**src/rtl/shmem_cpl_tx_if.sv**
```systemverilog
// Shared types and the bundled handshake/stream interface for the completion drain stage.
package shmem_cpl_pkg;
  localparam int NUM_AVST_CH = 2;

  typedef struct packed {
    logic        valid;
    logic        sop;
    logic        eop;
    logic [31:0] data;
  } t_avst_pcie_rx;

  typedef t_avst_pcie_rx [NUM_AVST_CH-1:0] t_avst_pair;
endpackage

interface shmem_cpl_tx_if #(
  parameter int LOG2_TLP_BUF_SIZE = 7
);
  import shmem_cpl_pkg::*;

  logic                         send_req;
  logic                         send_ack;
  logic [LOG2_TLP_BUF_SIZE:0]   num_tx_packet;
  logic [LOG2_TLP_BUF_SIZE-1:0] tx_buf_idx;
  t_avst_pair                   tx_packet;
  t_avst_pair                   rx_st;
  logic                         rx_st_ready;

  // Drain stage side: pulls from the buffer, pushes the stream.
  modport master (
    input  send_req, num_tx_packet, tx_packet, rx_st_ready,
    output send_ack, tx_buf_idx, rx_st
  );

  // Buffer / sink side.
  modport slave (
    output send_req, num_tx_packet, tx_packet, rx_st_ready,
    input  send_ack, tx_buf_idx, rx_st
  );
endinterface

```
**src/rtl/shmem_cpl_tx.sv**
```systemverilog
// Drains buffered completion TLP entries two channels per beat onto the DUT RX
// AV-ST port, with ready backpressure, packet counting and a stall watchdog.
module shmem_cpl_tx
  import shmem_cpl_pkg::*;
#(
  parameter int TLP_BUF_SIZE      = 128,
  parameter int LOG2_TLP_BUF_SIZE = $clog2(TLP_BUF_SIZE),
  parameter int READY_TIMEOUT     = 4096
) (
  input  logic                  clk,
  input  logic                  rst,
  shmem_cpl_tx_if.master        bus,
  output logic [31:0]           pkt_cnt,
  output logic                  err_ready_timeout
);

  localparam int IW = LOG2_TLP_BUF_SIZE + 1;
  localparam int SW = $clog2(READY_TIMEOUT + 1);
  localparam int CW = $clog2(NUM_AVST_CH + 1);

  typedef enum logic [2:0] {IDLE, ACK, SEND, DRAIN, REL} state_t;

  state_t     state;
  logic       out_vld;
  logic       xfer;
  logic [CW-1:0] sop_add;
  logic [IW-1:0] idx_ext;
  logic       last_pair;
  t_avst_pair nxt_pair;
  logic [SW-1:0] stall_cnt;

  // Output stage status: any valid channel, transfer strobe, sop count of the beat.
  always_comb begin
    out_vld = 1'b0;
    sop_add = '0;
    for (int ch = 0; ch < NUM_AVST_CH; ch++) begin
      out_vld = out_vld | bus.rx_st[ch].valid;
      if (bus.rx_st[ch].valid && bus.rx_st[ch].sop) sop_add = sop_add + CW'(1);
    end
    xfer = out_vld & bus.rx_st_ready;
  end

  // Next pair to load: channels past the buffered count are zeroed so stale
  // buffer contents never leak onto the stream.
  always_comb begin
    idx_ext  = {1'b0, bus.tx_buf_idx};
    nxt_pair = '0;
    for (int ch = 0; ch < NUM_AVST_CH; ch++) begin
      if (idx_ext + IW'(ch) < bus.num_tx_packet) nxt_pair[ch] = bus.tx_packet[ch];
    end
    last_pair = (idx_ext + IW'(NUM_AVST_CH)) >= bus.num_tx_packet;
  end

  // Request/ack handshake, buffer index walk and the single output register.
  always_ff @(posedge clk or posedge rst) begin
    if (rst) begin
      state          <= IDLE;
      bus.send_ack   <= 1'b0;
      bus.tx_buf_idx <= '0;
      bus.rx_st      <= '0;
    end else begin
      case (state)
        IDLE: begin
          if (bus.send_req) begin
            bus.send_ack   <= 1'b1;
            bus.tx_buf_idx <= '0;
            state          <= ACK;
          end
        end
        ACK: begin
          if (!bus.send_req) state <= (bus.num_tx_packet == '0) ? REL : SEND;
        end
        SEND: begin
          // Refill whenever the register is empty or being drained this cycle,
          // giving one pair per clock under continuous ready.
          if (!out_vld || xfer) begin
            bus.rx_st <= nxt_pair;
            if (last_pair) state <= DRAIN;
            else bus.tx_buf_idx <= bus.tx_buf_idx + LOG2_TLP_BUF_SIZE'(NUM_AVST_CH);
          end
        end
        DRAIN: begin
          if (xfer) begin
            bus.rx_st <= '0;
            state     <= REL;
          end
        end
        REL: begin
          bus.send_ack   <= 1'b0;
          bus.tx_buf_idx <= '0;
          state          <= IDLE;
        end
        default: state <= IDLE;
      endcase
    end
  end

  // Packet count and ready-stall watchdog; the error flag is sticky until reset.
  always_ff @(posedge clk or posedge rst) begin
    if (rst) begin
      pkt_cnt           <= '0;
      stall_cnt         <= '0;
      err_ready_timeout <= 1'b0;
    end else begin
      if (xfer) pkt_cnt <= pkt_cnt + 32'(sop_add);
      if (out_vld && !bus.rx_st_ready) begin
        if (stall_cnt != SW'(READY_TIMEOUT)) stall_cnt <= stall_cnt + SW'(1);
        if (stall_cnt == SW'(READY_TIMEOUT - 1)) err_ready_timeout <= 1'b1;
      end else begin
        stall_cnt <= '0;
      end
    end
  end

endmodule
```
**src/flat_wrapper.sv**
```systemverilog
// flat-port wrapper written by rule: the top's interface ports become plain ports
module shmem_cpl_tx_flat import shmem_cpl_pkg::*;
#(
  parameter int TLP_BUF_SIZE      = 128,
  parameter int LOG2_TLP_BUF_SIZE = $clog2(TLP_BUF_SIZE),
  parameter int READY_TIMEOUT     = 4096
)
  (clk, rst, pkt_cnt, err_ready_timeout, bus_send_req, bus_num_tx_packet, bus_tx_packet, bus_rx_st_ready, bus_send_ack, bus_tx_buf_idx, bus_rx_st);
  shmem_cpl_tx_if #(.LOG2_TLP_BUF_SIZE(LOG2_TLP_BUF_SIZE)) bus_i ();
  input  logic clk;
  input  logic rst;
  output logic [31:0] pkt_cnt;
  output logic err_ready_timeout;
  input wire logic [$bits(bus_i.send_req)-1:0] bus_send_req;
  input wire logic [$bits(bus_i.num_tx_packet)-1:0] bus_num_tx_packet;
  input wire logic [$bits(bus_i.tx_packet)-1:0] bus_tx_packet;
  input wire logic [$bits(bus_i.rx_st_ready)-1:0] bus_rx_st_ready;
  output wire logic [$bits(bus_i.send_ack)-1:0] bus_send_ack;
  output wire logic [$bits(bus_i.tx_buf_idx)-1:0] bus_tx_buf_idx;
  output wire logic [$bits(bus_i.rx_st)-1:0] bus_rx_st;
  assign bus_i.send_req = bus_send_req;
  assign bus_i.num_tx_packet = bus_num_tx_packet;
  assign bus_i.tx_packet = bus_tx_packet;
  assign bus_i.rx_st_ready = bus_rx_st_ready;
  assign bus_send_ack = bus_i.send_ack;
  assign bus_tx_buf_idx = bus_i.tx_buf_idx;
  assign bus_rx_st = bus_i.rx_st;
  shmem_cpl_tx #(.TLP_BUF_SIZE(TLP_BUF_SIZE), .LOG2_TLP_BUF_SIZE(LOG2_TLP_BUF_SIZE), .READY_TIMEOUT(READY_TIMEOUT)) u_core (.clk(clk), .rst(rst), .bus(bus_i), .pkt_cnt(pkt_cnt), .err_ready_timeout(err_ready_timeout));
endmodule
```
**config.mk**
```make
export PLATFORM = sky130hd
export DESIGN_NAME = shmem_cpl_tx_flat
export DESIGN_NICKNAME = d
export VERILOG_FILES = /design/src/rtl/shmem_cpl_tx_if.sv /design/src/rtl/shmem_cpl_tx.sv /design/src/flat_wrapper.sv
export SDC_FILE = /design/constraint.sdc
export NUM_CORES = 1
export LEC_CHECK = 0
export ABC_AREA = 1
export CAP_MARGIN = 5
export CORE_MARGIN = 10
export CORE_UTILIZATION = 52
export DETAILED_ROUTE_END_ITERATION = 6
export PLACE_DENSITY = 0.95
export SYNTH_ARGS = -nofsm -noshare
export SYNTH_HDL_FRONTEND = slang
export SYNTH_SLANG_ARGS = --single-unit
export TNS_END_PERCENT = 5
```
**constraint.sdc**
```tcl
create_clock -name clk -period 6.1 [get_ports clk]
set_input_delay 1.22 -clock clk [delete_from_list [all_inputs] [get_ports clk]]
set_output_delay 1.22 -clock clk [all_outputs]
set_load 0.01 [all_outputs]
```
==> reports/metrics.cfg, run 1 <==
[synthesis]
syn-instance-count=795
synth_largest_area_cell=sky130_fd_sc_hd__dfrtp_1
yosys.cell_count.top_type=sky130_fd_sc_hd__nand2_1
synth_area_mm2=0.00665
yosysWarnings=0
post_synth_and_or_nand_nor_area_fraction_pct=32.1
ys_seq_area_share_pct=47.4
synth_compound_area_share_pct=3.33
post_synth_xor_area_fraction_pct=3.16
synth_seq_cells=126
synth_top_area_share_pct=47.4
synth.area.mux_share_pct=0
synth-adder-area-share_pct=5.19
synth_enable_flop_cells=0
synth-async-reset-ratio_pct=100
synth_common_cells=sky130_fd_sc_hd__nand2_1, sky130_fd_sc_hd__dfrtp_1, sky130_fd_sc_hd__nand4_1
most_area_consuming_cells_after_synthesis=sky130_fd_sc_hd__dfrtp_1, sky130_fd_sc_hd__nand2_1, sky130_fd_sc_hd__nand4_1
synth_area_per_cell_um2=8.37
main_synth_ff_type=sky130_fd_sc_hd__dfrtp_1
netlist-cell-type-count=39
largest_family_of_logic_cells_by_synthesized_area=simple AND/OR/NAND/NOR gates

[routing]
first_drt_pass_iteration_count=6
drtAntennaViolNets=0
num_vias=6244
vias_per_cell=5.37
wl_per_cell_um=17.0
dr.first_iter.drc_count=492
drt_wl_total_um=19700
remaining_drc_errors=0

[setup_path]
rrSetupSlack_ns=3.48
kind_of_capture_point_of_the_worst_setup_path=flop
required_worst_endpoint_ns=6.40
worst-r2r-cell-count=8
crit-reg2reg-capture=u_core.bus.rx_st[6]$_DFFE_PP0P_
crit_fanout=35
crit_arrival_ns=3.72
cp-start-kind=input port
crit_path_frequent_cell=sky130_fd_sc_hd__nor2_1
cpMaxStageDelayCell=sky130_fd_sc_hd__nand4_2
sequence_of_cells_on_the_critical_path=clkdlybuf4s50_1, inv_1, ha_1, nor2_1, nor2_1, o21ai_0, nand4_2, nand4_1, nand2_1
startpoint_to_endpoint_class_of_the_critical_path=input port to flop
setup.worst_path.end=u_core.bus.rx_st[6]$_DFFE_PP0P_
max_stage_delay_ns=0.78
startpoint=bus_num_tx_packet[1]
worstReg2RegStart=u_core.bus.tx_buf_idx[1]$_DFFE_PP0P_

[floorplanning]
die-height_um=133
initial_util_pct=52.9
die_w_um=133
dieArea_mm2=0.0177
rows=41
boundaryPins=193
core_mm2=0.0126

[clocking]
clk_path_buf_depth=2
cts_num_sinks=126
clk_pin_slew_worst_paths_ns=0.06
clk_latency_ns=0.42
cts_inserted_buffers=17
cts_repair_resize_count=0
hold_buffers=0
tritoncts=yes
postCtsSetupRepairBufs=0
cts_root_buffer=sky130_fd_sc_hd__clkbuf_16
htreeDepth=4

[power]
worst_voltage_drop_across_the_vdd_grid_mv=0.275
power.static_leakage_nw=4.52
power_density_cells_mw_per_mm2=377

[timing]
max-slew-margin-rel_pct=32.0
fin_crit_sh_pct=56.1
finalSetupTns_ns=0
time_the_worst_path_needs_with_i_o_delays_and_setup_ns=3.42
final-max-slew-violation-count=0
max_slew.worst_pin.slew_ns=1.02
setup_viol_count_final=0
unrepaired_setup_endpoints_after_global_routing=false
timing.fmax_mhz=292
finalHoldViolations=0
worst_clock_skew_ns=0.0119

[grt]
grt_start_max_net_pins=79
first_pass_grt_wire_length_um=31900
vias_in_the_first_global_route=6390
globalRouteTotalUtil_pct=22.2
antenna_found_initial=0
globalRoute.totalOverflow=0

[min_path]
holdCritPathClass=flop to flop

[layout]
syn_to_final_growth_pct=36.9
post_route_cells_drive_above_1_share_pct=6.57
layout.nets=1086
final.fill_count=873
number_of_inserted_diodes=0
design_area_mm2=0.00910

[run]
max-cap-violations=0

[place]
gp_congestion=0.863
place_area_mm2=0.00856
io_buffers=191
dp_hpwl_um=14300

[status]
outcome=completed

metrics by stage:
step           hold WS, ns  utilization [%]  worst slack [ns]  std cells  power [mW]
2_1_floorplan        0.468                -              1.52        796        1.94
3_3_place_gp         0.446             68.1              2.40       1130        2.46
3_5_place_dp         0.451             68.1              2.29       1130        2.50
4_1_cts              0.480             72.4              2.72       1162        3.45
5_1_grt              0.502             72.4              2.45       1162        3.63
6_report             0.477             72.4              2.68       1162        3.43
worst min-delay path by stage:
stage                                                     from                              endpoint  slack, ns  depth (start not counted)
after floorplan               u_core.stall_cnt[12]$_DFFE_PP0P_      u_core.stall_cnt[12]$_DFFE_PP0P_       0.47                          2
after global placement    u_core.err_ready_timeout$_DFFE_PP0P_  u_core.err_ready_timeout$_DFFE_PP0P_       0.45                          2
after detailed placement  u_core.err_ready_timeout$_DFFE_PP0P_  u_core.err_ready_timeout$_DFFE_PP0P_       0.45                          2
after CTS                     u_core.bus.rx_st[26]$_DFFE_PP0P_      u_core.bus.rx_st[26]$_DFFE_PP0P_       0.48                          2
after global routing          u_core.bus.rx_st[23]$_DFFE_PP0P_      u_core.bus.rx_st[23]$_DFFE_PP0P_       0.50                          2
final                         u_core.bus.rx_st[19]$_DFFE_PP0P_      u_core.bus.rx_st[19]$_DFFE_PP0P_       0.48                          2
where the power goes:
| group | switching (mW) | internal, mW |
|---|---|---|
| combinational | 0.713 | 0.583 |
| clock | 0.375 | 0.556 |
| sequential | 0.152 | 1.06 |
| total | 1.24 | 2.19 |
cells by family (layout without fill, tap and decap cells):
family	count (synthesis)	count (layout)
other cells	1	2
buf+inv	120	314
compound gates	39	39
xor+xnor	24	24
fa+ha+maj	27	27
flops	126	126
simple gates	458	458
cell usage in the layout, fill, tap and decap left out, drive strengths merged, types with 4 or more instances in the layout:
master	n
clkdlybuf4s50	191
nand3	32
nand2	263
o21ai	15
a21oi	16
buf	4
clkinv	8
dfrtp	126
ha	26
inv	87
clkbuf	21
nor3	16
nand4	89
xnor2	8
xor2	16
nor2	53
critical path: cells and delay by family:
kind | cells | cell delay [ns]
simple gates | 5 | 1.39
buf+inv | 2 | 0.61
fa+ha+maj | 1 | 0.29
compound gates | 1 | 0.18
flip-flops by register name, summed over array words and instances, names as in the netlist:
register / cells
u_core.bus.rx_st: 70
u_core.pkt_cnt: 32
u_core.stall_cnt: 13
u_core.bus.tx_buf_idx: 6
u_core.state: 3
u_core.bus.send_ack: 1
u_core.err_ready_timeout: 1
cell type report:
class / count / area [µm²] / area share, %
Clock buffer: 21 / 480 / 5.28
Clock inverter: 11 / 66.3 / 0.728
Inverter: 87 / 329 / 3.61
Multi-Input combinational cell: 550 / 2920 / 32.1
Sequential cell: 126 / 3150 / 34.6
Tap cell: 172 / 215 / 2.36
Timing Repair Buffer: 195 / 1940 / 21.3
layer usage:
layer,up-vias,track usage (%),share of wire (%)
met3,33,9.40,9.9
met1,2984,24.0,38
met4,0,9.43,2.4
li1,2971,-,-
met2,256,37.5,49
met5,-,0,0
No activity file was read; power rests on OpenSTA's default activity.
==> run 2, diff against run 1 <==
CORE_UTILIZATION = 44   (was 52)
PLACE_DENSITY = 0.89   (was 0.95)
clock period = 2.8 ns   (was 6.1 ns; I/O delays follow)
==> run 2 against run 1 <==
Net effect: combinational power grew 120%; clock-buffer cell count shrank 1; core utilization shrank 8.8 points; global-route usage shrank 2.5 points; first-iteration DRC count shrank 21%; power grew 130%; via count shrank 0.50%; sequential share of layout area shrank 0.91 points; clock power grew to 2.7 times the previous value; clock skew grew 0.0042 ns; highest routed layer unchanged.
==> reports/metrics.cfg, run 2 (same netlist as run 1, synthesis figures left out) <==
[power]
power_density_cells_mw_per_mm2=854
power.static_leakage_nw=4.62
worst_voltage_drop_across_the_vdd_grid_mv=0.615

[floorplanning]
initial_util_pct=45.3
die_w_um=143
boundaryPins=193
core_mm2=0.0147
dieArea_mm2=0.0204
die-height_um=143
rows=44

[setup_path]
rrSetupSlack_ns=0.24
crit_fanout=5
kind_of_capture_point_of_the_worst_setup_path=flop
crit_path_frequent_cell=sky130_fd_sc_hd__inv_1
cp-start-kind=flop
max_stage_delay_ns=0.45
cpMaxStageDelayCell=sky130_fd_sc_hd__dfrtp_1
worstPathBufferInverterCount=3
startpoint_to_endpoint_class_of_the_critical_path=flop to flop
sequence_of_cells_on_the_critical_path=nand2_1, inv_1, ha_1, ha_1, inv_1, fa_1, inv_1, nand3_1, nor2_2, nand2_1, nor2_1, nand3_1, xor2_1
cp_top_family=simple AND/OR/NAND/NOR gates
crit_arrival_ns=2.87
required_worst_endpoint_ns=3.10

[place]
io_buffers=191
pre_cts_ws_ns=0.238
dp_hpwl_um=14600
gp_congestion=0.815

[clocking]
htreeDepth=4
clk_latency_ns=0.42
cts_num_sinks=126
hold_buffers=0
postCtsSetupRepairBufs=0
cts_repair_resize_count=0
clk_pin_slew_worst_paths_ns=0.06
tritoncts=yes
clk_path_buf_depth=2
cts_root_buffer=sky130_fd_sc_hd__clkbuf_16
cts_inserted_buffers=17

[routing]
drt_wl_total_um=20000
first_drt_pass_iteration_count=5
drtAntennaViolNets=0
remaining_drc_errors=0
wl_per_cell_um=17.0
vias_per_cell=5.27
dr.first_iter.drc_count=388
num_vias=6213

[grt]
globalRoute.totalOverflow=0
grt_start_max_net_pins=127
first_pass_grt_wire_length_um=32100
globalRouteTotalUtil_pct=19.7
vias_in_the_first_global_route=6279
antenna_found_initial=0

[timing]
max_slew.worst_pin.slew_ns=0.668
unrepaired_setup_endpoints_after_global_routing=false
timing.final.ws_setup_ns=0.236
final-max-slew-violation-count=0
timing.fmax_mhz=390
finalSetupTns_ns=0
fin_crit_sh_pct=91.6
worst_clock_skew_ns=0.0161
max-slew-margin-rel_pct=55.5
setup_viol_count_final=0
time_the_worst_path_needs_with_i_o_delays_and_setup_ns=2.56
finalHoldViolations=0

[layout]
mostFrequentLayoutCells=sky130_fd_sc_hd__nand2_1, sky130_fd_sc_hd__clkdlybuf4s50_1, sky130_fd_sc_hd__dfrtp_1
reg_top3=u_core.bus.rx_st (70), u_core.pkt_cnt (32), u_core.stall_cnt (13)
mostFrequentLayoutCell=sky130_fd_sc_hd__nand2_1
largest_register_ffs=70
post_route_cells_drive_above_1_share_pct=6.93
max_flop_register=u_core.bus.rx_st
syn_to_final_growth_pct=40.6
number_of_inserted_diodes=0
utilization_pct=63.6
layout.nets=1091

[status]
outcome=completed

[run]
max-cap-violations=0

[min_path]
holdCritPathClass=flop to flop

## run 2: cell types whose count changed in the layout (fill, tap and decap cells not counted)
cell and delta:
sky130_fd_sc_hd__clkinvlp_4 -1, sky130_fd_sc_hd__inv_6 +2, sky130_fd_sc_hd__clkbuf_1 +1, sky130_fd_sc_hd__clkbuf_8 -2, sky130_fd_sc_hd__bufinv_16 +5, sky130_fd_sc_hd__buf_4 -1, sky130_fd_sc_hd__clkinv_2 -6, sky130_fd_sc_hd__clkinv_4 +2
sky130_fd_sc_hd__inv_4 -1, sky130_fd_sc_hd__buf_12 +6
## run 2: stage by stage
step	power [mW]	hold slack, ns	instances	instance area [µm²]
floorplan	4.22	0.468	796	6660
global placement	5.45	0.446	1147	8690
detailed placement	5.55	0.456	1147	8690
CTS	8.06	0.470	1179	9350
global route	8.46	0.491	1179	9350
finish	7.98	0.465	1179	9350
## run 2: worst paths after layout
path,start,endpoint,depth (start not counted)
setup / recovery,u_core.bus.rx_st[69]$_DFFE_PP0P_,u_core.pkt_cnt[26]$_DFFE_PP0P_,13
hold / removal,u_core.err_ready_timeout$_DFFE_PP0P_,u_core.err_ready_timeout$_DFFE_PP0P_,2
setup reg to reg,u_core.bus.rx_st[69]$_DFFE_PP0P_,u_core.pkt_cnt[26]$_DFFE_PP0P_,13
hold reg to reg,u_core.err_ready_timeout$_DFFE_PP0P_,u_core.err_ready_timeout$_DFFE_PP0P_,2
max in group asynchronous,rst,u_core.stall_cnt[10]$_DFFE_PP0P_,3
min in group asynchronous,rst,u_core.bus.rx_st[18]$_DFFE_PP0P_,3
## run 2: final cells by class
| type | count | area, µm² |
|---|---|---|
| clock inverters | 12 | 206 |
| clock buffers | 20 | 457 |
| multi-input cells | 550 | 2920 |
| inverters | 87 | 330 |
| well taps | 184 | 230 |
| repair buffers | 200 | 2050 |
| fillers | 1169 | 5350 |
| flip-flops and latches | 126 | 3150 |
## run 2: metal layers
metal / global-route usage, % / part of all wire [%] / vias up
met1: 22.0 / 39 / 2981
met3: 9.29 / 10 / 33
met5: 0 / 0 / -
li1: - / - / 2977
met2: 32.3 / 49 / 222
met4: 6.84 / 1.8 / 0
## run 2: report_power, final
group          internal [mW]  total [mW]  switching, mW
clock                   1.63        2.48          0.840
sequential              2.30        2.62          0.318
combinational           1.34        2.89           1.55
## run 2: worst min-delay path: cells and delay by family, from the launching register on
kind / cells / cell delay [ns]
buf+inv: 1 / 0.05
flops: 1 / 0.34
simple gates: 1 / 0.05
